==> src/rtl/step_motor_pkg.sv <==
// Shared types and constants for the stepper motor controller.
// Holds the FSM state encoding, the coil phase table and the BCD wrap value.
package step_motor_pkg;

  typedef enum logic [1:0] {
    ST_IDLE  = 2'd0,
    ST_RUN   = 2'd1,
    ST_HOLD  = 2'd2,
    ST_FAULT = 2'd3
  } state_e;

  // Entry i lives at bits [4*i +: 4]: 0 = 1100, 1 = 0110, 2 = 0011, 3 = 1001.
  localparam logic [15:0] PHASE_TABLE = {4'b1001, 4'b0011, 4'b0110, 4'b1100};

  localparam logic [3:0] BCD_MAX = 4'd9;

  function automatic logic [3:0] phase_drive(input logic [1:0] idx);
    return PHASE_TABLE[{idx, 2'b00} +: 4];
  endfunction

endpackage

==> src/rtl/step_motor_ctrl_sense_sync.sv <==
// Two-flop synchronizer plus rising-edge detector for the motor sense input.
// rise_pulse is high for one clk cycle per synchronized low-to-high transition.
module sense_sync (
  input  logic clk,
  input  logic rst,
  input  logic async_in,
  output logic rise_pulse
);

  logic meta_q, meta_d;
  logic sync_q, sync_d;
  logic prev_q, prev_d;

  always_comb begin
    meta_d = async_in;
    sync_d = meta_q;
    prev_d = sync_q;
  end

  always_ff @(posedge clk or posedge rst) begin
    if (rst) begin
      meta_q <= 1'b0;
      sync_q <= 1'b0;
      prev_q <= 1'b0;
    end else begin
      meta_q <= meta_d;
      sync_q <= sync_d;
      prev_q <= prev_d;
    end
  end

  assign rise_pulse = sync_q & ~prev_q;

endmodule

==> src/rtl/step_motor_ctrl.sv <==
// Stepper motor move controller: accepts step/direction requests, drives the
// four coil phases at CLK_DIV cycles per step, holds, and flags stalls.
module step_motor_ctrl
  import step_motor_pkg::*;
#(
  parameter int unsigned CLK_DIV     = 1000,
  parameter int unsigned HOLD_CYC    = 50,
  parameter int unsigned STALL_STEPS = 32
) (
  input  logic       clk,
  input  logic       rst,
  input  logic       cmd_valid,
  output logic       cmd_ready,
  input  logic       cmd_dir,
  input  logic [7:0] cmd_steps,
  input  logic       abort,
  input  logic       motor_sense,
  output logic [3:0] step_motor,
  output logic       busy,
  output logic       done,
  output logic       fault,
  output logic [3:0] sense_bcd
);

  localparam int unsigned PRESC_W = $clog2(CLK_DIV);
  localparam int unsigned HOLD_W  = $clog2(HOLD_CYC + 2);
  localparam int unsigned STALL_W = $clog2(STALL_STEPS + 2);

  localparam logic [PRESC_W-1:0] PRESC_LAST  = PRESC_W'(CLK_DIV - 1);
  localparam logic [PRESC_W-1:0] PRESC_ONE   = PRESC_W'(1);
  localparam logic [HOLD_W-1:0]  HOLD_LAST   = HOLD_W'((HOLD_CYC > 0) ? HOLD_CYC - 1 : 0);
  localparam logic [HOLD_W-1:0]  HOLD_ONE    = HOLD_W'(1);
  localparam logic [STALL_W-1:0] STALL_LIMIT = STALL_W'(STALL_STEPS);
  localparam logic [STALL_W-1:0] STALL_ONE   = STALL_W'(1);

  state_e             state_q, state_d;
  logic [1:0]         phase_q, phase_d;
  logic [PRESC_W-1:0] presc_q, presc_d;
  logic [7:0]         remain_q, remain_d;
  logic [STALL_W-1:0] stall_q, stall_d;
  logic [HOLD_W-1:0]  hold_q, hold_d;
  logic               dir_q, dir_d;
  logic               done_q, done_d;
  logic               fault_q, fault_d;
  logic [3:0]         bcd_q, bcd_d;

  logic sense_rise;
  logic accept;

  sense_sync u_sense_sync (
    .clk        (clk),
    .rst        (rst),
    .async_in   (motor_sense),
    .rise_pulse (sense_rise)
  );

  assign cmd_ready  = (state_q == ST_IDLE) || (state_q == ST_FAULT);
  assign busy       = (state_q == ST_RUN) || (state_q == ST_HOLD);
  assign accept     = cmd_valid && cmd_ready;
  assign step_motor = busy ? phase_drive(phase_q) : '0;
  assign done       = done_q;
  assign fault      = fault_q;
  assign sense_bcd  = bcd_q;

  always_comb begin
    state_d  = state_q;
    phase_d  = phase_q;
    presc_d  = presc_q;
    remain_d = remain_q;
    stall_d  = stall_q;
    hold_d   = hold_q;
    dir_d    = dir_q;
    done_d   = 1'b0;
    fault_d  = fault_q;
    bcd_d    = bcd_q;

    unique case (state_q)
      ST_IDLE, ST_FAULT: begin
        if (accept) begin
          dir_d    = cmd_dir;
          remain_d = cmd_steps;
          fault_d  = 1'b0;
          bcd_d    = '0;
          presc_d  = '0;
          stall_d  = '0;
          hold_d   = '0;
          if (cmd_steps == 8'd0) begin
            state_d = ST_IDLE;
            done_d  = 1'b1;
          end else begin
            state_d = ST_RUN;
          end
        end
      end

      ST_RUN, ST_HOLD: begin
        // Sense edges count whenever a move is active; a coincident step
        // below leaves the stall counter cleared instead of incrementing it.
        if (sense_rise) begin
          bcd_d   = (bcd_q == BCD_MAX) ? '0 : bcd_q + 4'd1;
          stall_d = '0;
        end

        if (abort) begin
          state_d  = ST_IDLE;
          remain_d = '0;
        end else if (stall_q >= STALL_LIMIT) begin
          state_d = ST_FAULT;
          fault_d = 1'b1;
        end else if (state_q == ST_RUN) begin
          if (presc_q == PRESC_LAST) begin
            presc_d  = '0;
            phase_d  = dir_q ? phase_q + 2'd1 : phase_q - 2'd1;
            remain_d = remain_q - 8'd1;
            if (!sense_rise) begin
              stall_d = stall_q + STALL_ONE;
            end
            if (remain_q == 8'd1) begin
              if (HOLD_CYC == 0) begin
                state_d = ST_IDLE;
                done_d  = 1'b1;
              end else begin
                state_d = ST_HOLD;
                hold_d  = '0;
              end
            end
          end else begin
            presc_d = presc_q + PRESC_ONE;
          end
        end else begin
          if (hold_q == HOLD_LAST) begin
            state_d = ST_IDLE;
            done_d  = 1'b1;
          end else begin
            hold_d = hold_q + HOLD_ONE;
          end
        end
      end
    endcase
  end

  always_ff @(posedge clk or posedge rst) begin
    if (rst) begin
      state_q  <= ST_IDLE;
      phase_q  <= '0;
      presc_q  <= '0;
      remain_q <= '0;
      stall_q  <= '0;
      hold_q   <= '0;
      dir_q    <= 1'b0;
      done_q   <= 1'b0;
      fault_q  <= 1'b0;
      bcd_q    <= '0;
    end else begin
      state_q  <= state_d;
      phase_q  <= phase_d;
      presc_q  <= presc_d;
      remain_q <= remain_d;
      stall_q  <= stall_d;
      hold_q   <= hold_d;
      dir_q    <= dir_d;
      done_q   <= done_d;
      fault_q  <= fault_d;
      bcd_q    <= bcd_d;
    end
  end

endmodule

==> config.mk <==
export PLATFORM = sky130hd
export DESIGN_NAME = step_motor_ctrl
export DESIGN_NICKNAME = d
export VERILOG_FILES = /design/src/rtl/step_motor_pkg.sv /design/src/rtl/step_motor_ctrl_sense_sync.sv /design/src/rtl/step_motor_ctrl.sv
export SDC_FILE = /design/constraint.sdc
export NUM_CORES = 1
export LEC_CHECK = 0
export CAP_MARGIN = 40
export CORE_MARGIN = 10
export CORE_UTILIZATION = 30
export CTS_CLUSTER_DIAMETER = 30
export CTS_CLUSTER_SIZE = 40
export DETAILED_ROUTE_END_ITERATION = 10
export GPL_TIMING_DRIVEN = 0
export PLACE_DENSITY_LB_ADDON = 0.3
export RECOVER_POWER = 50
export SYNTH_ARGS = -nofsm -noshare
export SYNTH_HDL_FRONTEND = slang
export SYNTH_HIERARCHICAL = 1
export SYNTH_SLANG_ARGS = --single-unit
==> constraint.sdc <==
create_clock -name clk -period 2.2 [get_ports clk]
set_input_delay 0.44 -clock clk [delete_from_list [all_inputs] [get_ports clk]]
set_output_delay 0.44 -clock clk [all_outputs]
set_load 0.03 [all_outputs]
==> metrics.cfg <==
[timing]
rsz0062_at_grt = true
setup_violations = 0
clock.fmax_ghz = 0.469
worst_pin_slew_ns = 0.787
period_share_pct = 96.9
fin_setup_tns_ns = 0
slew_headroom_pct = 47.6
min_period_ns = 2.13
hold_viol = 0
drv_slew = 0
clock_skew_ns = 0.00797

[critical_path]
critical_path_class = flip-flop to primary output
rrSetupSlack_ns = 0.12
rr_endpoint = hold_q[0]$_DFFE_PP0P_
rr_worst_depth = 7
critPathLaunchType = flip-flop
arrival_ns = 1.69
cp_data_required_time_ns = 1.76
critPathMaxFanout = 4
reg2reg_from = state_q[0]$_DFFE_PP0P_
worstSetupEndpointType = primary output

[drt]
wl_per_cell_microns = 15.7
vias_per_cell = 5.24
drt_iter0_drc = 75
drt_wl_total_microns = 6710
drt-pass1-iter-count = 4
detail-route-antenna-nets = 0
drc_errors = 0
num_vias = 2231

[synthesis]
yosys-top-cells-area = dfrtp_1 42%, ha_1 5.7%, nand2_1 3.8%, o2bb2ai_1 3.3%, o21ai_0 3.0%
synth_top_area_cell = dfrtp_1
ys_ff_latch = 44
yosys_warnings = 6
synth_ff_type = dfrtp_1
syn_area_per_cell_sq_um = 9.60
yosysTopAreaCellShare_pct = 41.7
yosysSeqAreaShare_pct = 41.7
synth_edf_count = 0
async_flop_share_pct = 100
syn_area_sq_mm = 0.00264
synth_nets = 301
syn_inst = 275
ys_types = 55

[clock_tree]
cts.clk_slew.worst_paths_ns = 0.09
clk_latency_ns = 0.30
clockBufferDepth = 2
htreeDepth = 2
cts_num_sinks = 44
cts_tree = built
cts_buffers = 5
root_buffer = clkbuf_8

[placed_design]
placed_area_sq_mm = 0.00305
gp_congestion = 0.799
placed_cells = 408
post-dp-hpwl_microns = 4810
port_buffers = 24

[grt]
grt_pass1_vias = 2203
grt_usage_pct = 10.5
gr-total-overflow = 0
grt_first_pass_wirelength_microns = 11300
grt_start_max_net_pins = 30
antenna_found_initial = 0

[finish]
finalNonFillerCells = 426
nets = 343
design_area_sq_mm = 0.00333
n_fill_cell = 837
antenna_cells = 0
drive_gt1_share_pct = 17.6
final_common_cell = dfrtp_1
layout_common_cells = 44 x dfrtp_1, 27 x nand2_1, 17 x clkdlybuf4s50_1
utilization_pct = 38.6
area_delta_synth_final_pct = 26.1

[power]
p_seq_share_pct = 30.3
p_sw_share_pct = 43.2
p_switching_mw = 1.66
p_comb_share_pct = 55.6
intPower_mw = 2.19
power_density_mw_per_mm2 = 1160
clockPowerShare_pct = 14.1
vdd_drop_max_mv = 0.691
leakage_nw = 1.37

[run_status]
status = finished clean

[floorplan]
dieWidth_microns = 114
num_rows = 34
start_util_pct = 30.6
core-area_sq_mm = 0.00864
dieArea_sq_mm = 0.0130
ios = 26
die_h_microns = 114

[job]
max_cap_violations = 0

[hold_path]
min_from = u_sense_sync/meta_q$_DFF_PP0_
hp-class = flip-flop to flip-flop
min_delay_worst_endpoint = u_sense_sync/prev_d$_DFF_PP0_
holdPathStages = 0

==> Yosys cell counts (all sizes together) (3+ instances only) <==
cell type	n
dfrtp	44
nand2	27
o21ai	18
nor2	17
inv	13
a21oi	12
ha	12
nand3	11
o2bb2ai	10
nor4	8
clkbuf	7
o211ai	7
a31oi	6
mux2i	6
nor2b	6
nand4	5
or3	5
xnor2	5
a22oi	4
and3	4
buf	4
nor3	4
o31ai	4
o31a	3
xor2	3
==> power groups by stage <==
stage | clock network [mW] | logic (mW) | registers [mW]
floorplan | 0 | 1.22 | 1.15
CTS | 0.563 | 1.93 | 1.17
finish | 0.543 | 2.14 | 1.17
global placement | 0 | 1.71 | 1.18
detailed placement | 0 | 1.73 | 1.18
global route | 0.603 | 2.34 | 1.20
==> cell families (layout without fill, tap and decap cells) <==
logic type	Yosys count	after routing	share of synthesized area, %
flip-flops	44	44	41.7
XOR/XNOR	8	8	2.65
buffers and inverters	24	67	3.79
AO/OA/AOI/OAI	82	82	22.3
multiplexers	7	7	2.70
AND/OR/NAND/NOR	98	98	21.2
adder cells (fa/ha/maj)	12	12	5.68
==> worst max-delay path by stage <==
stage                           start                endpoint  slack [ns]  cells past startpoint
2_1_floorplan  state_q[0]$_DFFE_PP0P_           step_motor[3]       -0.08                      6
3_5_place_dp   state_q[0]$_DFFE_PP0P_           step_motor[1]       -0.65                      7
6_report       state_q[1]$_DFFE_PP0P_               cmd_ready        0.07                      2
3_3_place_gp   state_q[0]$_DFFE_PP0P_           step_motor[2]       -0.65                      7
4_1_cts        state_q[1]$_DFFE_PP0P_           step_motor[3]       0.009                      6
5_1_grt        state_q[1]$_DFFE_PP0P_  stall_q[0]$_DFFE_PP0N_      -0.009                      9
==> critical path: stages (launching register included) <==
cell and delay (ns):
dfrtp_1 0.42, ha_4 0.30, clkdlybuf4s50_1 0.67
==> sequential cells by signal, summed over array words and instances, names as in the netlist <==
signal               count
dir_q                    1
stall_q                  6
hold_q                   6
u_sense_sync/meta_q      1
done                     1
phase_q                  2
state_q                  2
fault                    1
u_sense_sync/prev_d      1
sense_bcd                4
u_sense_sync/prev_q      1
presc_q                 10
remain_q                 8
==> what timing repair did <==
item                       CTS  global route
setup endpoints to repair   27            26
hold buffers                 0             0
gates resized for setup     40            15
pin swaps                    0             3
buffers inserted             4             6
cloned                       0             1
==> per-layer routing <==
metal,global-route usage [%],part of all wire (%),vias up
met1,14.3,49,1065
met2,15.7,44,46
li1,-,-,1112
met4,3.26,1.4,0
met5,0,0,-
met3,2.83,5.3,8
==> final cells by class <==
| type | count | area [sq um] | area share [%] |
|---|---|---|---|
| Tap cell | 108 | 135 | 4.06 |
| Clock inverter | 2 | 10.0 | 0.301 |
| Sequential cell | 44 | 1100 | 33.1 |
| Clock buffer | 6 | 82.6 | 2.48 |
| Inverter | 13 | 52.6 | 1.58 |
| Buffer | 10 | 91.3 | 2.74 |
| Multi-Input combinational cell | 207 | 1510 | 45.2 |
| Timing Repair Buffer | 36 | 352 | 10.6 |
==> through the flow <==
| stage | hold slack [ns] | setup WS, ns | power (mW) |
|---|---|---|---|
| final | 0.359 | 0.0677 | 3.85 |
| after detailed placement | 0.336 | -0.651 | 2.91 |
| after global routing | 0.387 | -0.00925 | 4.15 |
| after CTS | 0.340 | 0.00864 | 3.66 |
| after global placement | 0.336 | -0.650 | 2.88 |
| after floorplan | 0.194 | -0.0814 | 2.38 |
No activity file was read; power rests on OpenSTA's default activity.
